[src/rtl/ofs_plat_prim_rand_addr_gen.sv]
// rtl/ofs_plat_prim_rand_addr_gen.sv - randomized request address burst generator driven by an external LFSR
module ofs_plat_prim_rand_addr_gen #(
    parameter int ADDR_WIDTH  = 48,
    parameter int OFFSET_BITS = 12,
    parameter int ALIGN_BITS  = 6,
    parameter int GAP_BITS    = 3,
    parameter int CNT_WIDTH   = 16
) (
    input  logic                  clk,
    input  logic                  reset_n,
    input  logic                  start,
    input  logic [CNT_WIDTH-1:0]  num_req,
    input  logic [ADDR_WIDTH-1:0] base_addr,
    input  logic                  gap_en,
    input  logic [31:0]           lfsr_value,
    output logic                  lfsr_en,
    output logic                  req_valid,
    input  logic                  req_ready,
    output logic [ADDR_WIDTH-1:0] req_addr,
    output logic                  req_last,
    output logic [CNT_WIDTH-1:0]  req_count,
    output logic                  busy,
    output logic                  done
);

    typedef enum logic [1:0] {IDLE, REQ, GAP, DONE} state_t;

    state_t                state_q, state_d;
    logic [CNT_WIDTH-1:0]  num_req_q, num_req_d;
    logic [ADDR_WIDTH-1:0] base_q, base_d;
    logic                  gap_en_q, gap_en_d;
    logic [GAP_BITS-1:0]   gap_cnt_q, gap_cnt_d;
    logic [ADDR_WIDTH-1:0] req_addr_q, req_addr_d;
    logic                  req_last_q, req_last_d;
    logic [CNT_WIDTH-1:0]  req_count_q, req_count_d;
    logic                  req_valid_q, req_valid_d;
    logic                  busy_q, busy_d;
    logic                  done_q, done_d;

    logic                  draw;
    logic                  sample_gap;
    logic [ADDR_WIDTH-1:0] draw_base;
    logic [ADDR_WIDTH-1:0] offset;
    logic [GAP_BITS-1:0]   gap_sel;
    logic [CNT_WIDTH-1:0]  count_inc;
    logic [CNT_WIDTH-1:0]  num_req_m1;

    // Only the offset and gap fields of the LFSR word are consumed.
    logic unused_lfsr_bits;
    assign unused_lfsr_bits = ^lfsr_value;

    always_comb begin
        state_d     = state_q;
        num_req_d   = num_req_q;
        base_d      = base_q;
        gap_en_d    = gap_en_q;
        gap_cnt_d   = gap_cnt_q;
        req_addr_d  = req_addr_q;
        req_last_d  = req_last_q;
        req_count_d = req_count_q;
        draw        = 1'b0;
        sample_gap  = 1'b0;
        draw_base   = base_q;
        offset      = '0;
        offset[OFFSET_BITS-1:ALIGN_BITS] = lfsr_value[OFFSET_BITS-1:ALIGN_BITS];
        gap_sel     = lfsr_value[31 -: GAP_BITS];
        count_inc   = req_count_q + CNT_WIDTH'(1);
        num_req_m1  = num_req_q - CNT_WIDTH'(1);

        case (state_q)
            IDLE: begin
                if (start) begin
                    req_count_d = '0;
                    num_req_d   = num_req;
                    base_d      = base_addr;
                    gap_en_d    = gap_en;
                    if (num_req != '0) begin
                        draw       = 1'b1;
                        draw_base  = base_addr;
                        req_last_d = (num_req == CNT_WIDTH'(1));
                        state_d    = REQ;
                    end else begin
                        state_d = DONE;
                    end
                end
            end
            REQ: begin
                if (req_ready) begin
                    req_count_d = count_inc;
                    if (req_last_q) begin
                        state_d = DONE;
                    end else if (gap_en_q && gap_sel != '0) begin
                        sample_gap = 1'b1;
                        gap_cnt_d  = gap_sel;
                        state_d    = GAP;
                    end else begin
                        draw       = 1'b1;
                        req_last_d = (count_inc == num_req_m1);
                    end
                end
            end
            GAP: begin
                // The address for the next request is drawn in the final idle cycle.
                if (gap_cnt_q == GAP_BITS'(1)) begin
                    draw       = 1'b1;
                    req_last_d = (req_count_q == num_req_m1);
                    state_d    = REQ;
                end else begin
                    gap_cnt_d = gap_cnt_q - GAP_BITS'(1);
                end
            end
            default: state_d = IDLE;
        endcase

        if (draw) begin
            req_addr_d = draw_base + offset;
        end

        lfsr_en     = reset_n && (draw || sample_gap);
        req_valid_d = (state_d == REQ);
        busy_d      = (state_d != IDLE);
        done_d      = (state_d == DONE);
    end

    always_ff @(posedge clk) begin
        if (!reset_n) begin
            state_q     <= IDLE;
            num_req_q   <= '0;
            base_q      <= '0;
            gap_en_q    <= 1'b0;
            gap_cnt_q   <= '0;
            req_addr_q  <= '0;
            req_last_q  <= 1'b0;
            req_count_q <= '0;
            req_valid_q <= 1'b0;
            busy_q      <= 1'b0;
            done_q      <= 1'b0;
        end else begin
            state_q     <= state_d;
            num_req_q   <= num_req_d;
            base_q      <= base_d;
            gap_en_q    <= gap_en_d;
            gap_cnt_q   <= gap_cnt_d;
            req_addr_q  <= req_addr_d;
            req_last_q  <= req_last_d;
            req_count_q <= req_count_d;
            req_valid_q <= req_valid_d;
            busy_q      <= busy_d;
            done_q      <= done_d;
        end
    end

    assign req_valid = req_valid_q;
    assign req_addr  = req_addr_q;
    assign req_last  = req_last_q;
    assign req_count = req_count_q;
    assign busy      = busy_q;
    assign done      = done_q;

endmodule
[config.mk]
export PLATFORM = sky130hd
export DESIGN_NAME = ofs_plat_prim_rand_addr_gen
export DESIGN_NICKNAME = d
export VERILOG_FILES = /design/src/rtl/ofs_plat_prim_rand_addr_gen.sv
export SDC_FILE = /design/constraint.sdc
export NUM_CORES = 1
export LEC_CHECK = 0
export CAP_MARGIN = 20
export CORE_AREA = 5 5 133 135
export DETAILED_ROUTE_END_ITERATION = 16
export DIE_AREA = 0 0 138 140
export PLACE_DENSITY_LB_ADDON = 0.05
export SLEW_MARGIN = 20
export SYNTH_ARGS = -nofsm -noshare
export SYNTH_HDL_FRONTEND = slang
export SYNTH_SLANG_ARGS = --single-unit
[constraint.sdc]
create_clock -name clk -period 5.6 [get_ports clk]
set_clock_uncertainty 0.1 [all_clocks]
set_input_delay 1.12 -clock clk [delete_from_list [all_inputs] [get_ports clk]]
set_output_delay 1.12 -clock clk [all_outputs]
set_load 0.01 [all_outputs]
==> impl_metrics.csv, run 1 <==
group,metric,value,unit
run_status,outcome,"finished clean",
cts,h-tree-depth,4,
layout,nets,1380,
setup_path,cp-start-kind,"input pin",
floorplan,core-area,16300,sq um
layout,multiInputGateArea,5390,sq um
layout,syn_to_final_growth,25.8,%
setup_path,cp_slowest_cell,"clkdlybuf4s50_1",
global_route,grt_overflow,0,
setup_path,reg2reg_to,"req_addr[31]",
global_route,grt_max_degree,75,
synth,synth.largest_area_cell,"dfxtp_1",
synth,async_flop_share,0,%
placed_design,place.gp.congestion,0.939,
floorplan,std_cell_rows,47,
timing,slew_violations,0,
run,maxCapViolations,0,
layout,n_fill_cell,1497,
timing,fin_crit_sh,84.5,%
global_route,grt_pass1_wl,42700,microns
detailed_routing,final_antenna_net_count,0,
cts,clockBufferDepth,2,
pwr,leakage,3.85,nW
timing,rsz0062_at_grt,"false",
setup_path,cp_top_family,"buffers and inverters",
detailed_routing,drt_iter0_drc,654,
synth,synth_edf_count,0,
placed_design,portBuffers,146,
pwr,irDropWorstVdd,0.000214,V
global_route,grt_pass1_vias,8532,
setup_path,cp_num_buf_inv,3,
timing,setup_ws,868,ps
layout,num_antenna_cells,0,
setup_path,cp_max_fo,30,
pwr,power_density,301,nW/um^2
cts,clkSlewWorstSetupHoldPaths,60,ps
setup_path,arrival,3510,ps
synth,ys.flop_type,"dfxtp_1",
setup_path,critPathRequiredTime,4380,ps
synth,ys_seq_area_share,32.4,%
synth,synthCells,1155,
timing,fin_tns_setup,0,ps
synth,synth_seq_cells,138,
hold_path,hold_path.class,"reg -> reg",
global_route,antenna_found_initial,0,
cts,holdBufCountCts,0,
floorplan,die_h,140,microns
setup_path,endpoint,"lfsr_en",
global_route,grt_use_total,26.5,%
placed_design,dp_hpwl,18700,microns
setup_path,timing.rr.start,"state_q[0]",
synth,synthesis.area,8530,sq um
setup_path,worstSetupStartpoint,"num_req[12]",
synth,yosys_warnings,0,
detailed_routing,avgViaCountPerCell,5.98,
timing,setup_violations,0,
synth,synth_cell_type_count,73,
setup_path,cpPeakStageDelay,490,ps
floorplan,die_w,138,microns
cts,clk_latency,430,ps
placed_design,pre_cts_ws,499,ps
layout,seq_area,2760,sq um
setup_path,crit_cells,9,
synth,syn_nets,1271,
detailed_routing,drc_errors,0,
timing,hold_slack,350,ps
floorplan,initial_utilization,52.2,%
layout,drive_above_1_share,5.87,%
timing,relSlewSlack,47.6,%
detailed_routing,drt-pass1-iter-count,5,
timing,finalHoldViolations,0,
timing,worstMarginPinSlew,785,ps
cts,numCtsBuffers,17,
timing,max_freq,0.211,GHz
cts,cts-root-buf,"clkbuf_16",
layout,final_util,65.7,%
setup_path,endpoint_kind,"output port",
synth,synth_area_leaders,"dfxtp_1 (32%), nand2_1 (11%), a21oi_1 (7.3%)",
synth,netlist.area_leader.share,32.4,%
timing,layout_min_cycle_time,4730,ps
cts,cts_tree,"done",
cts,cts_sinks,138,
setup_path,r2r_setup_slack,1580,ps
detailed_routing,wirelength,26500,microns
cts,cts_resized,0,
synth,avgSynthCellArea,7.39,sq um
setup_path,reg2regPathDepth,14,
synth,synth_commonest_cells,"nand2_1 (251), dfxtp_1 (138), a21oi_1 (125)",
cts,cts_setup_buffers,0,
floorplan,die-area,19300,sq um
setup_path,crit_top_cell,"clkdlybuf4s50_1",
setup_path,cp_cell_sequence,"clkdlybuf4s50_1, nor4_2, nand4_2, buf_4, a21oi_1, nor2_4, a31oi_1, nor2_1, clkdlybuf4s50_1",
detailed_routing,wl_per_cell,17.7,microns
floorplan,io_pins,170,
synth,synth.most_common_cell,"nand2_1",
detailed_routing,num_vias,8954,
setup_path,critical_path_class,"in -> out",
[state kept, by name (all words and copies together), names as in the netlist]
signal and count:
gap_cnt_q 3, state_q 2, done 1, gap_en_q 1, req_last 1, req_count 16
req_valid 1, req_addr 48, base_q 48, num_req_q 16, busy 1
[how the worst min path moves through the flow]
stage / cells after the start / slack (ps) / end / from
2_1_floorplan: 2 / 330 / base_q[45] / base_q[45]
3_3_place_gp: 2 / 340 / base_q[45] / base_q[45]
3_5_place_dp: 2 / 350 / req_addr[9] / req_addr[9]
4_1_cts: 2 / 350 / req_addr[9] / req_addr[9]
5_1_grt: 2 / 370 / base_q[4] / base_q[4]
6_report: 2 / 350 / req_addr[19] / req_addr[19]
[metal layers]
metal	up-vias	global-route usage [%]	part of all wire, %
met5	-	0	0
met4	0	9.62	3.2
met2	316	46.5	49
met1	4210	32.1	42
li1	4354	-	-
met3	74	5.42	5.7
[layout by cell type, fill, tap and decap left out, types with 15 or more instances in the layout]
| cell type | instances |
|---|---|
| nand2_1 | 250 |
| clkdlybuf4s50_1 | 146 |
| dfxtp_1 | 138 |
| a21oi_1 | 125 |
| nand3_1 | 73 |
| nor2_1 | 56 |
| xnor2_1 | 40 |
| nand4_1 | 32 |
| nor3_1 | 29 |
| o21ai_0 | 29 |
| inv_1 | 24 |
| or3_1 | 21 |
| mux2i_1 | 19 |
| clkbuf_16 | 17 |
| buf_4 | 17 |
| nor4_1 | 16 |
| and3_1 | 15 |
[worst register-to-register path, stage by stage (launching register included)]
cell and delay, ps:
dfxtp_1 340, inv_1 120, ha_1 240, nand2_2 270
nor2_4 500, nand2_1 110, nand2_1 120, ha_1 240
a21o_1 180, a21oi_1 330, o21a_1 380, a211o_1 510
o21ai_0 160, nor3b_1 160, o31ai_1 180
[metrics by stage]
step	power [mW]	area, sq um	cells
floorplan	1.70	8530	1155
global placement	2.02	10100	1465
detailed placement	2.04	10100	1465
CTS	3.24	10700	1497
global route	3.39	10700	1497
finish	3.23	10700	1497
[cells by family after synthesis]
kind of cell / after synthesis / synth area share [%]
buf+inv: 98 / 4.72
mux: 24 / 2.89
xor+xnor: 58 / 6.60
compound gates: 266 / 19.2
fa+ha+maj: 15 / 2.29
simple gates: 556 / 31.9
flops: 138 / 32.4
[power breakdown]
group          leakage [nW]  internal, mW  switching, mW  total [mW]
logic                  2.43         0.374          0.504       0.878
clock network         0.290         0.749          0.457        1.21
registers              1.13          1.07         0.0726        1.15
[final cells by class]
class,count,share of cell area (%)
clock buffer,19,4.03
inverter,25,0.886
timing repair buffer,163,14.8
multi-input combinational,919,50.2
sequential,138,25.7
clock inverter,13,1.81
tap,220,2.56
Power figures use the tool's default switching activity.
==> run 2: changes to the inputs <==
==> constraint.sdc (replaced) <==
create_clock -name clk -period 4.85 [get_ports clk]
set_clock_uncertainty 0.1 [all_clocks]
set_input_delay 0.97 -clock clk [delete_from_list [all_inputs] [get_ports clk]]
set_output_delay 0.97 -clock clk [all_outputs]
set_load 0.01 [all_outputs]
==> impl_metrics.csv, run 2 (same netlist as run 1, synthesis figures left out) <==
group,metric,value,unit
layout,final_cell_mix,"nand2_1 (250), clkdlybuf4s50_1 (146), dfxtp_1 (138)",
floorplan,io_pins,170,
placed_design,portBuffers,146,
layout,num_antenna_cells,0,
cts,cts_resized,0,
timing,slew_violations,0,
floorplan,die_w,138,microns
detailed_routing,drc_errors,0,
setup_path,arrival,3420,ps
cts,cts-root-buf,"clkbuf_16",
placed_design,place.gp.congestion,0.932,
detailed_routing,met3_length,1930,microns
layout,fin_area,10700,sq um
detailed_routing,avgViaCountPerCell,5.96,
placed_design,dp.cells,1472,
layout,final_common_cell,"nand2_1",
hold_path,holdPathStages,2,
timing,worstMarginPinSlew,706,ps
detailed_routing,drt_iter0_drc,675,
detailed_routing,wl_met1,10900,microns
global_route,grt_max_degree,89,
pwr,irDropWorstVdd,0.000310,V
cts,holdBufCountCts,0,
timing,finalHoldViolations,0,
run_status,outcome,"finished clean",
placed_design,dp_hpwl,18700,microns
timing,relSlewSlack,52.9,%
detailed_routing,wirelength,26400,microns
setup_path,cp-start-kind,"input pin",
setup_path,reg2reg_to,"req_addr[42]",
hold_path,hold_path.startpoint,"req_addr[17]",
layout,syn_to_final_growth,25.8,%
placed_design,dpl_cell_area,10200,sq um
timing,hold_slack,349,ps
setup_path,cp_slowest_cell,"clkdlybuf4s50_1",
cts,clockBufferDepth,2,
run,maxCapViolations,0,
cts,cts_tree,"done",
setup_path,crit_top_cell,"clkdlybuf4s50_1",
layout,drive_above_1_share,6.16,%
cts,numCtsBuffers,17,
pwr,power_density,337,nW/um^2
global_route,grt_use_total,26.7,%
setup_path,reg2regPathDepth,15,
global_route,grt_pass1_vias,8495,
detailed_routing,wl_per_cell,17.6,microns
detailed_routing,wl_met2,12900,microns
setup_path,r2r_setup_slack,1270,ps
hold_path,worstHoldEndpoint,"req_addr[17]",
timing,max_freq,0.223,GHz
global_route,grt_overflow,0,
cts,h-tree-depth,4,
setup_path,cp_max_fo,30,
detailed_routing,final_antenna_net_count,0,
floorplan,std_cell_rows,47,
detailed_routing,num_vias,8962,
setup_path,endpoint_kind,"output port",
detailed_routing,highest_layer,"met4",
detailed_routing,drt-pass1-iter-count,6,
layout,n_fill_cell,1549,
setup_path,cpPeakStageDelay,490,ps
setup_path,critical_path_class,"in -> out",
layout,nets,1387,
floorplan,core-area,16300,sq um
global_route,antenna_found_initial,0,
cts,clkSlewWorstSetupHoldPaths,60,ps
timing,fin_crit_sh,92.6,%
cts,clk_latency,420,ps
setup_path,worstSetupStartpoint,"num_req[12]",
setup_path,timing.rr.start,"state_q[0]",
timing,rsz0062_at_grt,"false",
layout,final_util,65.7,%
setup_path,cp_cell_sequence,"clkdlybuf4s50_1, nor4_2, nand4_2, buf_4, a21oi_1, nor2_4, a31oi_1, nor2_1, clkdlybuf4s50_1",
timing,setup_violations,0,
timing,fin_tns_setup,0,ps
setup_path,critPathRequiredTime,3780,ps
cts,cts_sinks,138,
timing,layout_min_cycle_time,4490,ps
global_route,grt_pass1_wl,43000,microns
floorplan,die-area,19300,sq um
floorplan,die_h,140,microns
layout,finalNonFillerCells,1503,
cts,cts_setup_buffers,0,
floorplan,initial_utilization,52.2,%
pwr,leakage,3.87,nW
hold_path,hold_path.class,"reg -> reg",
==> run 2: cell types whose count changed in the layout (fill, tap and decap cells not counted), sizes merged <==
cell / before / now
buf: 17 / 24
clkbuf: 19 / 23
bufinv: 4 / 2
clkinvlp: 4 / 2
inv: 26 / 24
clkinv: 4 / 5
==> run 2: layout make-up <==
class,instances,area (sq um),share of cell area (%)
Clock buffer,23,468,4.36
Clock inverter,8,95.1,0.886
Inverter,25,95.1,0.886
Multi-Input combinational cell,919,5390,50.2
Sequential cell,138,2760,25.7
Tap cell,220,275,2.56
Timing Repair Buffer,170,1650,15.4
==> run 2: critical path, delay by kind of cell <==
family / cells / cell delay (ps)
AO/OA/AOI/OAI: 2 / 460
buffers and inverters: 3 / 1230
AND/OR/NAND/NOR: 4 / 750
==> run 2: power breakdown <==
part           switching [mW]  internal [mW]
logic                   0.586          0.444
registers              0.0851           1.24
clock network           0.483          0.777
==> run 2: stage by stage <==
step | setup WS [ps] | power (mW)
after floorplan | 433 | 1.97
after global placement | 141 | 2.35
after detailed placement | 110 | 2.37
after CTS | 413 | 3.62
after global routing | 293 | 3.80
final | 358 | 3.62
==> run 2: metal layers <==
layer  up-vias  track usage (%)
li1       4367                -
met4         0             9.41
met1      4166             32.1
met5         -                0
met3        53             5.62
met2       376             47.2
==> run 2: worst max-delay path by stage <==
stage	to	slack (ps)	cells past startpoint
finish	lfsr_en	360	9
global route	lfsr_en	290	9
CTS	lfsr_en	410	9
detailed placement	req_addr[42]	110	15
global placement	req_addr[42]	140	15
floorplan	req_addr[45]	430	17
